## src/rtl/lease_table_loader_if.sv

```systemverilog
`default_nettype none
// ============================================================================
// Module   : lease_table_loader_if
// Purpose  : Bundles the stream handshake and table/config write bus of the
//            lease table loader. Signal suffixes are named from the loader's
//            point of view (_i = into the loader, _o = out of the loader).
// Signals  : start_i, data_i[31:0], valid_i      - load request and stream
//            ready_o                             - loader accepts a beat
//            con_wren_o                          - config register write strobe
//            llt_wren_o, llt_addr_o, llt_data_o  - lookup table write port
//            busy_o, done_o, error_o, count_o    - load status
// Modports : master (stream source / status sink), slave (the loader)
// Revision : 1.0 - initial release
// ============================================================================
interface lease_table_loader_if #(
  parameter int BW_ADDR_SPACE = 4
);
  logic                     start_i;
  logic [31:0]              data_i;
  logic                     valid_i;
  logic                     ready_o;
  logic                     con_wren_o;
  logic                     llt_wren_o;
  logic [BW_ADDR_SPACE-1:0] llt_addr_o;
  logic [31:0]              llt_data_o;
  logic                     busy_o;
  logic                     done_o;
  logic                     error_o;
  logic [BW_ADDR_SPACE:0]   count_o;

  modport master (
    output start_i, data_i, valid_i,
    input  ready_o, con_wren_o, llt_wren_o, llt_addr_o, llt_data_o,
           busy_o, done_o, error_o, count_o
  );

  modport slave (
    input  start_i, data_i, valid_i,
    output ready_o, con_wren_o, llt_wren_o, llt_addr_o, llt_data_o,
           busy_o, done_o, error_o, count_o
  );
endinterface
`default_nettype wire

```

## src/rtl/lease_table_loader.sv

```systemverilog
`default_nettype none
// ============================================================================
// Module   : lease_table_loader
// Purpose  : Loads a lease policy configuration word and a lease lookup table
//            from a 32-bit valid/ready stream. Stream layout:
//              header  {MAGIC[15:0], N[15:0]}   (1 <= N <= 4*N_ENTRIES)
//              default word -> config register  (con_wren_o)
//              N table words -> table addr 0..N-1 (llt_wren_o)
//              [checksum trailer, only with LEASE_LOADER_CHECKSUM_EN]
// Ports    : clock_i  - clock, all logic on posedge
//            resetn_i - synchronous active-low reset
//            bus      - lease_table_loader_if.slave (stream, write bus, status)
// Options  : LEASE_LOADER_CHECKSUM_EN - when defined, a trailer word equal to
//            the XOR of header, default and all table words is required.
// Revision : 1.0 - initial release
// ============================================================================
`ifndef LEASE_LLT_ENTRIES
`define LEASE_LLT_ENTRIES 4
`endif
`ifndef CLOG2
`define CLOG2(x) $clog2(x)
`endif

module lease_table_loader #(
  parameter int          N_ENTRIES = `LEASE_LLT_ENTRIES,
  parameter logic [15:0] MAGIC     = 16'h1EA5
) (
  input  wire logic           clock_i,
  input  wire logic           resetn_i,
  lease_table_loader_if.slave bus
);

  localparam int          BW_ADDR_SPACE = `CLOG2(N_ENTRIES) + 2;
  localparam int unsigned WORDS         = 4 * N_ENTRIES;

  typedef enum logic [2:0] {
    S_IDLE    = 3'd0,
    S_HEADER  = 3'd1,
    S_DEFAULT = 3'd2,
    S_TABLE   = 3'd3
`ifdef LEASE_LOADER_CHECKSUM_EN
    ,S_CHECK  = 3'd4
`endif
  } state_t;

  state_t                   state_q;
  logic                     ready_q;
  logic                     con_wren_q;
  logic                     llt_wren_q;
  logic [BW_ADDR_SPACE-1:0] llt_addr_q;
  logic [31:0]              llt_data_q;
  logic                     busy_q;
  logic                     done_q;
  logic                     error_q;
  logic [BW_ADDR_SPACE:0]   count_q;
  logic [BW_ADDR_SPACE:0]   n_q;
`ifdef LEASE_LOADER_CHECKSUM_EN
  logic [31:0]              chk_q;
`endif

  logic                     beat;
  logic                     hdr_bad;
  logic [BW_ADDR_SPACE:0]   count_d;

  assign beat    = bus.valid_i & ready_q;
  assign count_d = count_q + 1'b1;
  // A valid N always fits in BW_ADDR_SPACE+1 bits, so the address counter
  // can never wrap once the header has passed this check.
  assign hdr_bad = (bus.data_i[31:16] != MAGIC) ||
                   (bus.data_i[15:0] == 16'd0) ||
                   ({16'd0, bus.data_i[15:0]} > WORDS);

  always_ff @(posedge clock_i) begin
    if (!resetn_i) begin
      state_q    <= S_IDLE;
      ready_q    <= 1'b0;
      con_wren_q <= 1'b0;
      llt_wren_q <= 1'b0;
      llt_addr_q <= '0;
      llt_data_q <= '0;
      busy_q     <= 1'b0;
      done_q     <= 1'b0;
      error_q    <= 1'b0;
      count_q    <= '0;
      n_q        <= '0;
`ifdef LEASE_LOADER_CHECKSUM_EN
      chk_q      <= '0;
`endif
    end else begin
      // Strobes and done are single-cycle pulses unless re-asserted below.
      con_wren_q <= 1'b0;
      llt_wren_q <= 1'b0;
      done_q     <= 1'b0;

      case (state_q)
        S_IDLE: begin
          // A start coinciding with the done pulse belongs to the load that
          // just ended and is dropped.
          if (bus.start_i && !done_q) begin
            state_q <= S_HEADER;
            ready_q <= 1'b1;
            busy_q  <= 1'b1;
            error_q <= 1'b0;
            count_q <= '0;
          end
        end

        S_HEADER: begin
          if (beat) begin
            if (hdr_bad) begin
              state_q <= S_IDLE;
              ready_q <= 1'b0;
              busy_q  <= 1'b0;
              error_q <= 1'b1;
              done_q  <= 1'b1;
            end else begin
              n_q     <= bus.data_i[BW_ADDR_SPACE:0];
              state_q <= S_DEFAULT;
`ifdef LEASE_LOADER_CHECKSUM_EN
              chk_q   <= bus.data_i;
`endif
            end
          end
        end

        S_DEFAULT: begin
          if (beat) begin
            con_wren_q <= 1'b1;
            llt_addr_q <= '0;
            llt_data_q <= bus.data_i;
            state_q    <= S_TABLE;
`ifdef LEASE_LOADER_CHECKSUM_EN
            chk_q      <= chk_q ^ bus.data_i;
`endif
          end
        end

        S_TABLE: begin
          if (beat) begin
            llt_wren_q <= 1'b1;
            llt_addr_q <= count_q[BW_ADDR_SPACE-1:0];
            llt_data_q <= bus.data_i;
            count_q    <= count_d;
`ifdef LEASE_LOADER_CHECKSUM_EN
            chk_q      <= chk_q ^ bus.data_i;
`endif
            if (count_d == n_q) begin
`ifdef LEASE_LOADER_CHECKSUM_EN
              state_q <= S_CHECK;
`else
              // done lands in the same cycle as the final table strobe.
              state_q <= S_IDLE;
              ready_q <= 1'b0;
              busy_q  <= 1'b0;
              done_q  <= 1'b1;
`endif
            end
          end
        end

`ifdef LEASE_LOADER_CHECKSUM_EN
        S_CHECK: begin
          if (beat) begin
            state_q <= S_IDLE;
            ready_q <= 1'b0;
            busy_q  <= 1'b0;
            done_q  <= 1'b1;
            error_q <= (bus.data_i != chk_q);
          end
        end
`endif

        default: begin
          state_q <= S_IDLE;
          ready_q <= 1'b0;
          busy_q  <= 1'b0;
        end
      endcase
    end
  end

  assign bus.ready_o    = ready_q;
  assign bus.con_wren_o = con_wren_q;
  assign bus.llt_wren_o = llt_wren_q;
  assign bus.llt_addr_o = llt_addr_q;
  assign bus.llt_data_o = llt_data_q;
  assign bus.busy_o     = busy_q;
  assign bus.done_o     = done_q;
  assign bus.error_o    = error_q;
  assign bus.count_o    = count_q;

endmodule
`default_nettype wire

```

## src/flat_wrapper.sv

```systemverilog
// flat-port wrapper written by rule: the top's interface ports become plain ports
module lease_table_loader_flat 
#(
  parameter int          N_ENTRIES = `LEASE_LLT_ENTRIES,
  parameter logic [15:0] MAGIC     = 16'h1EA5
)
  (clock_i, resetn_i, bus_start_i, bus_data_i, bus_valid_i, bus_ready_o, bus_con_wren_o, bus_llt_wren_o, bus_llt_addr_o, bus_llt_data_o, bus_busy_o, bus_done_o, bus_error_o, bus_count_o);
  lease_table_loader_if #(.BW_ADDR_SPACE(($clog2(N_ENTRIES) + 2))) bus_i ();
  input  wire logic clock_i;
  input  wire logic resetn_i;
  input wire logic [$bits(bus_i.start_i)-1:0] bus_start_i;
  input wire logic [$bits(bus_i.data_i)-1:0] bus_data_i;
  input wire logic [$bits(bus_i.valid_i)-1:0] bus_valid_i;
  output wire logic [$bits(bus_i.ready_o)-1:0] bus_ready_o;
  output wire logic [$bits(bus_i.con_wren_o)-1:0] bus_con_wren_o;
  output wire logic [$bits(bus_i.llt_wren_o)-1:0] bus_llt_wren_o;
  output wire logic [$bits(bus_i.llt_addr_o)-1:0] bus_llt_addr_o;
  output wire logic [$bits(bus_i.llt_data_o)-1:0] bus_llt_data_o;
  output wire logic [$bits(bus_i.busy_o)-1:0] bus_busy_o;
  output wire logic [$bits(bus_i.done_o)-1:0] bus_done_o;
  output wire logic [$bits(bus_i.error_o)-1:0] bus_error_o;
  output wire logic [$bits(bus_i.count_o)-1:0] bus_count_o;
  assign bus_i.start_i = bus_start_i;
  assign bus_i.data_i = bus_data_i;
  assign bus_i.valid_i = bus_valid_i;
  assign bus_ready_o = bus_i.ready_o;
  assign bus_con_wren_o = bus_i.con_wren_o;
  assign bus_llt_wren_o = bus_i.llt_wren_o;
  assign bus_llt_addr_o = bus_i.llt_addr_o;
  assign bus_llt_data_o = bus_i.llt_data_o;
  assign bus_busy_o = bus_i.busy_o;
  assign bus_done_o = bus_i.done_o;
  assign bus_error_o = bus_i.error_o;
  assign bus_count_o = bus_i.count_o;
  lease_table_loader #(.N_ENTRIES(N_ENTRIES), .MAGIC(MAGIC)) u_core (.clock_i(clock_i), .resetn_i(resetn_i), .bus(bus_i));
endmodule
```

## config.mk

```make
export PLATFORM = sky130hd
export DESIGN_NAME = lease_table_loader_flat
export DESIGN_NICKNAME = d
export VERILOG_FILES = /design/src/rtl/lease_table_loader_if.sv /design/src/rtl/lease_table_loader.sv /design/src/flat_wrapper.sv
export SDC_FILE = /design/constraint.sdc
export NUM_CORES = 1
export LEC_CHECK = 0
export CAP_MARGIN = 20
export CORE_AREA = 4 4 83 77
export CTS_CLUSTER_DIAMETER = 50
export DETAILED_ROUTE_END_ITERATION = 12
export DIE_AREA = 0 0 87 81
export PLACE_DENSITY = 0.77
export SYNTH_ARGS = -nofsm -noshare
export SYNTH_HDL_FRONTEND = slang
export SYNTH_SLANG_ARGS = --single-unit
```

## constraint.sdc

```tcl
create_clock -name clock_i -period 3.25 [get_ports clock_i]
set_input_delay 0.8125 -clock clock_i [delete_from_list [all_inputs] [get_ports clock_i]]
set_output_delay 0.8125 -clock clock_i [all_outputs]
set_load 0.05 [all_outputs]
```

# Word level (Yosys, flattened, before mapping)
# Cells that the tools add are included.
[op_classes] n_addsub=1 order_cmp=1 eq_ne=11 mux=29 n_bitwise=3 n_reduce_logical=19
[op_table] operator="$gt A16 B5 Y1 const B" count=1
[op_table] operator="$logic_not A16 Y1" count=1
[op_table] operator="$ne A16 B13 Y1 const B" count=1
[op_table] operator="$mux W3" count=5
[op_table] operator="$mux W1" count=13
[op_table] operator="$ne A2 B1 Y1 const B" count=6
[op_table] operator="$pmux W3 S4" count=1
[op_table] operator="$mux W5" count=2
[op_table] operator="$pmux W5 S2" count=1
[op_table] operator="$reduce_and A3 Y1" count=3
[op_table] operator="$mux W4" count=2
[op_table] operator="$pmux W4 S2" count=1
[op_table] operator="$eq A3 B2 Y1 const B" count=2
[op_table] operator="$reduce_and A2 Y1" count=3
[op_table] operator="$reduce_and A6 Y1" count=1
[op_table] operator="$reduce_bool A2 Y1" count=3
[op_table] operator="$add A5 B1 Y5 const B" count=1
[op_table] operator="$eq A5 B5 Y1" count=1
[op_table] operator="$reduce_and A5 Y1" count=1
[op_table] operator="$pmux W1 S2" count=2
[op_table] operator="$pmux W1 S4" count=1
[op_table] operator="$reduce_and A4 Y1" count=1
[op_table] operator="$eq A3 B1 Y1 const B" count=1
[op_table] operator="$logic_not A3 Y1" count=1
[op_table] operator="7 further kinds" count=9
[word_totals] ff_bits=54 inputBits=36 word_cells=74

# Depth between registers and ports, before layout
[depth] ltp_word=6 mapped_depth=7 mapped_depth_nobuf=7

# Worst setup path after synthesis
# OpenSTA, ideal clock, no wires.
[synth_timing] path_type="input port to flip-flop" start="input bus_data_i[19]" end="register u_core.n_q[0]" arrival_time_ps=2539 t_required_ps=3134 slack_ps=595 path_stages=7 path_cell_list="or4b_1 -> or4_1 -> nor4_2 -> and2b_1 -> buf_6 -> mux2i_1 -> nor2b_1"
[synth_via] elab_chain_len=5
[synth_rtl] element="start, declared" line_no="flat_wrapper.sv:12" source="input wire logic [$bits(bus_i.data_i)-1:0] bus_data_i;"
[synth_rtl] element="$ne A16 B13 Y1" line_no="lease_table_loader.sv:69" source="assign hdr_bad = (bus.data_i[31:16] != MAGIC) ||"
[synth_rtl] element="$logic_or A1 B1 Y1" line_no="lease_table_loader.sv:69"
[synth_rtl] element="$logic_or A1 B1 Y1" line_no="lease_table_loader.sv:70" source="(bus.data_i[15:0] == 16'd0) ||"
[synth_rtl] element="$not A1 Y1 (no line)"
[synth_rtl] element="$reduce_and A3 Y1 (no line)"
[synth_rtl] element="end signal, assigned" line_no="lease_table_loader.sv:117" source="n_q <= bus.data_i[BW_ADDR_SPACE:0];"
[synth_rtl] element="end, declared" line_no="lease_table_loader.sv:56" source="logic [BW_ADDR_SPACE:0] n_q;"
# No other way between the ends.
# A chain may end at the register's enable or synchronous reset.

# Worst setup path after layout
[layout_timing] start="input bus_data_i[19]" end="register u_core.n_q[4]"
# Same word-level chain as after synthesis.

==> summary.txt <==
Setup path
  • Crit path from: bus_data_i[19]
  • Worst-path maximum fanout: 5
  • Crit end category: flip-flop
  • CP Class: input pin to flip-flop
  • Worst EP arrival: between 3 and 4 ns
  • Reg2reg setup slack: around 1.1 ns
  • Setup crit start kind: input pin
  • Reg2reg start: u_core.state_q[1]
  • CP required: ~3.5 ns

Place
  • Placed cell areas: 3294 um^2
  • RD Place Congestion: 0.9194
  • Cell count after placement: between 400 and 500
  • Setup WS pre-CTS: roughly 0.042 ns
  • Detailed placer's ending HPWL: 4667 um
  • # port buffers: 82

GRT
  • Overflow after GRT: 0
  • Gr usage total: roughly 18%
  • Antenna violations before repair: 0
  • Largest net degree at the start of global routing: 22
  • Vias in the first global route: ~2100
  • First-pass GRT wire length: between 9000 and 10000 um

Timing
  • Worst Skew: 0.006677 ns
  • Max Clock Freq: between 300 and 400 MHz
  • Min Tclk post-route: approximately 2.9 ns
  • Slew HR: approximately 44%
  • Pins Over Slew Limit: 0
  • Unrepaired setup endpoints after global routing: no
  • Final Hold Vio Count: 0
  • Slew @ Worst Pin: roughly 0.84 ns
  • Setup violators final: 0
  • Final period utilization: between 80% and 90%
  • Final setup TNS: 0 ns
  • Final worst setup slack: between 0.3 and 0.4 ns

Power and ir drop
  • Total power: roughly 0.0015 W
  • Cell Pwr Density: 425.4 nW/um^2
  • Sequential Power Share: a little under half
  • Maximum VDD drop: about 0.28 mV
  • Clk pwr share: a little over a third
  • Internal power: between 0.001 and 0.0015 W
  • Leakage: around 1.2 nW
  • Sw Share: about a quarter
  • Gate power share: between 10% and 20%
  • Switch Pwr: 0.0003730 W

Final layout
  • Layout cells sized above 1: around 5.6%
  • Design area: between 3000 and 4000 um^2
  • Final-stage net count: 401
  • Reg area: about 1100 um^2
  • Fillers: 506
  • Multi-input logic area: about 1300 um^2
  • Non-Filler Instances: between 400 and 500
  • Area Growth Syn to Fin: 42.71%
  • Diodes inserted: 0

Synthesis
  • Syn Nets: between 300 and 400
  • Seq/Total Area, Yosys: 44.17%
  • Yosys warnings: 0
  • Synth Flop Type: dfxtp_1
  • Count of flip-flops with a built-in enable after synthesis: 0
  • Synth Register Bits: between 50 and 60
  • Synth async-reset ratio: 0%
  • Post-synth cell types: 43
  • Most frequent cell after synthesis: nand2_1
  • Yosys top cell area share: between 40% and 50%
  • Cell taking the most area after synthesis: dfxtp_1
  • Mapped Avg Cell Area: around 8.6 um^2
  • Leading cell types by count after synthesis: 80 x nand2_1, 53 x dfxtp_1, 33 x a21boi_1
  • Syn Inst Count: 280
  • Synthesized area: roughly 2400 um^2
  • Synth area leaders: dfxtp_1 44%, nand2_1 13%, a21boi_1 10%

Clocking
  • Post-CTS Repair Setup Buffers: 0
  • PostCTS Resize Cnt: 0
  • Num CTS Buffers: 5
  • Clock-pin transition on the worst setup and hold timing paths: approximately 0.090 ns
  • Clk buf depth: 2
  • Clk sinks: 53
  • Worst skew pair latency: about 0.3 ns
  • # hold bufs at CTS: 0
  • CTS tree: yes
  • Htree depth: 2
  • Root buffer cell: clkbuf_8

Drt
  • Vias post-DR: around 2200
  • Final WL: a little over 6000 um
  • Wire per inst: ~14 um
  • Final ANT Viol Nets: 0
  • TritonRoute pass-1 iters: 4
  • Via density: slightly above 5
  • Initial DRC Count: about 130
  • DRC: 0

Floorplan
  • Cell row count: 26
  • Total die area: 7047 um^2
  • Chip width: between 80 and 90 um
  • Core Area: 5563 um^2
  • IO Pins: 83
  • Chip Height: between 80 and 90 um
  • Initial Util: between 40% and 50%

Run status
  • Status: finished clean

Job
  • Max Cap Violations: 0

Worst hold path
  • Worst hold path type: flip-flop to flip-flop
  • Hold Crit Start: u_core.bus.llt_data_o[30]
## through the flow
| step | hold WS, ns | utilization [%] |
|---|---|---|
| after floorplan | 0.5026 | - |
| after global placement | 0.4402 | 59.22 |
| after detailed placement | 0.4445 | 59.22 |
| after CTS | 0.4576 | 61.63 |
| after global routing | 0.4739 | 61.63 |
| final | 0.4564 | 61.63 |
## cells by family after synthesis
group,count (synthesis),synth area share [%]
muxes,8,3.333
and+or+nand+nor,126,25.00
buffers and inverters,21,3.750
DFF,53,44.17
AOI/OAI and AO/OA,61,18.80
xor gates and xnor gates,5,1.823
adders and majority gates,6,3.125
## sequential cells by signal, indices dropped and copies added (netlist names)
register,cells
u_core.n_q,5
u_core.bus.ready_o,1
u_core.bus.error_o,1
u_core.bus.llt_addr_o,4
u_core.bus.llt_wren_o,1
u_core.bus.con_wren_o,1
u_core.state_q,2
u_core.bus.count_o,5
u_core.bus.done_o,1
u_core.bus.llt_data_o,32
## layout make-up
class / count / area share (%)
multi-input combinational: 206 / 36.68
sequential: 53 / 30.95
timing repair buffer: 89 / 25.47
tap: 70 / 2.555
clock buffer: 5 / 2.007
clock inverter: 3 / 1.898
inverter: 4 / 0.4380
## worst max-delay path: stages
cell             delay (ns)
clkdlybuf4s50_1        0.41
or4b_1                 0.51
or4_1                  0.52
nor4_2                 0.18
and2b_1                0.33
mux2i_1                0.25
nor2b_1                0.06
## final timing paths
kind,end,cells past startpoint
worst max-delay path,u_core.n_q[4],7
worst min-delay path,u_core.bus.llt_data_o[30],2
worst max register to register,u_core.bus.llt_data_o[0],5
worst min register to register,u_core.bus.llt_data_o[30],2
## power groups by stage
| stage | combinational [W] | clock (W) | sequential, W |
|---|---|---|---|
| finish | 0.000265 | 0.000518 | 0.000675 |
| global route | 0.000290 | 0.000560 | 0.000679 |
| CTS | 0.000264 | 0.000530 | 0.000676 |
| detailed placement | 0.000263 | 0 | 0.000691 |
| global placement | 0.000259 | 0 | 0.000690 |
| floorplan | 0.000141 | 0 | 0.000709 |
## per-layer routing
metal / vias up / part of all wire (%) / track usage, %
met1: 1029 / 44 / 21.92
met5: - / 0 / 0
met4: 0 / 1.1 / 5.607
met2: 57 / 48 / 30.42
li1: 1113 / - / -
met3: 5 / 6.9 / 4.361
## placed cells by master, fill, tap and decap left out, drive strengths merged, types with 2 or more instances in the layout
cell type / netlist / final
nand3: 4 / 4
dfxtp: 53 / 53
inv: 4 / 4
a21oi: 5 / 5
clkdlybuf4s50: 0 / 82
o21bai: 2 / 2
o21a: 2 / 2
xor2: 3 / 3
a211oi: 3 / 3
and2: 3 / 3
bufinv: 0 / 2
nand4b: 2 / 2
a21boi: 35 / 35
nand2: 81 / 81
clkbuf: 15 / 5
buf: 2 / 7
nand2b: 2 / 2
mux2i: 8 / 8
and3: 3 / 3
a32o: 4 / 4
nor4: 6 / 6
o21ai: 3 / 3
ha: 6 / 6
nor2: 10 / 10
nor3: 2 / 2
nor2b: 7 / 7
xnor2: 2 / 2
Power figures use the tool's default switching activity.
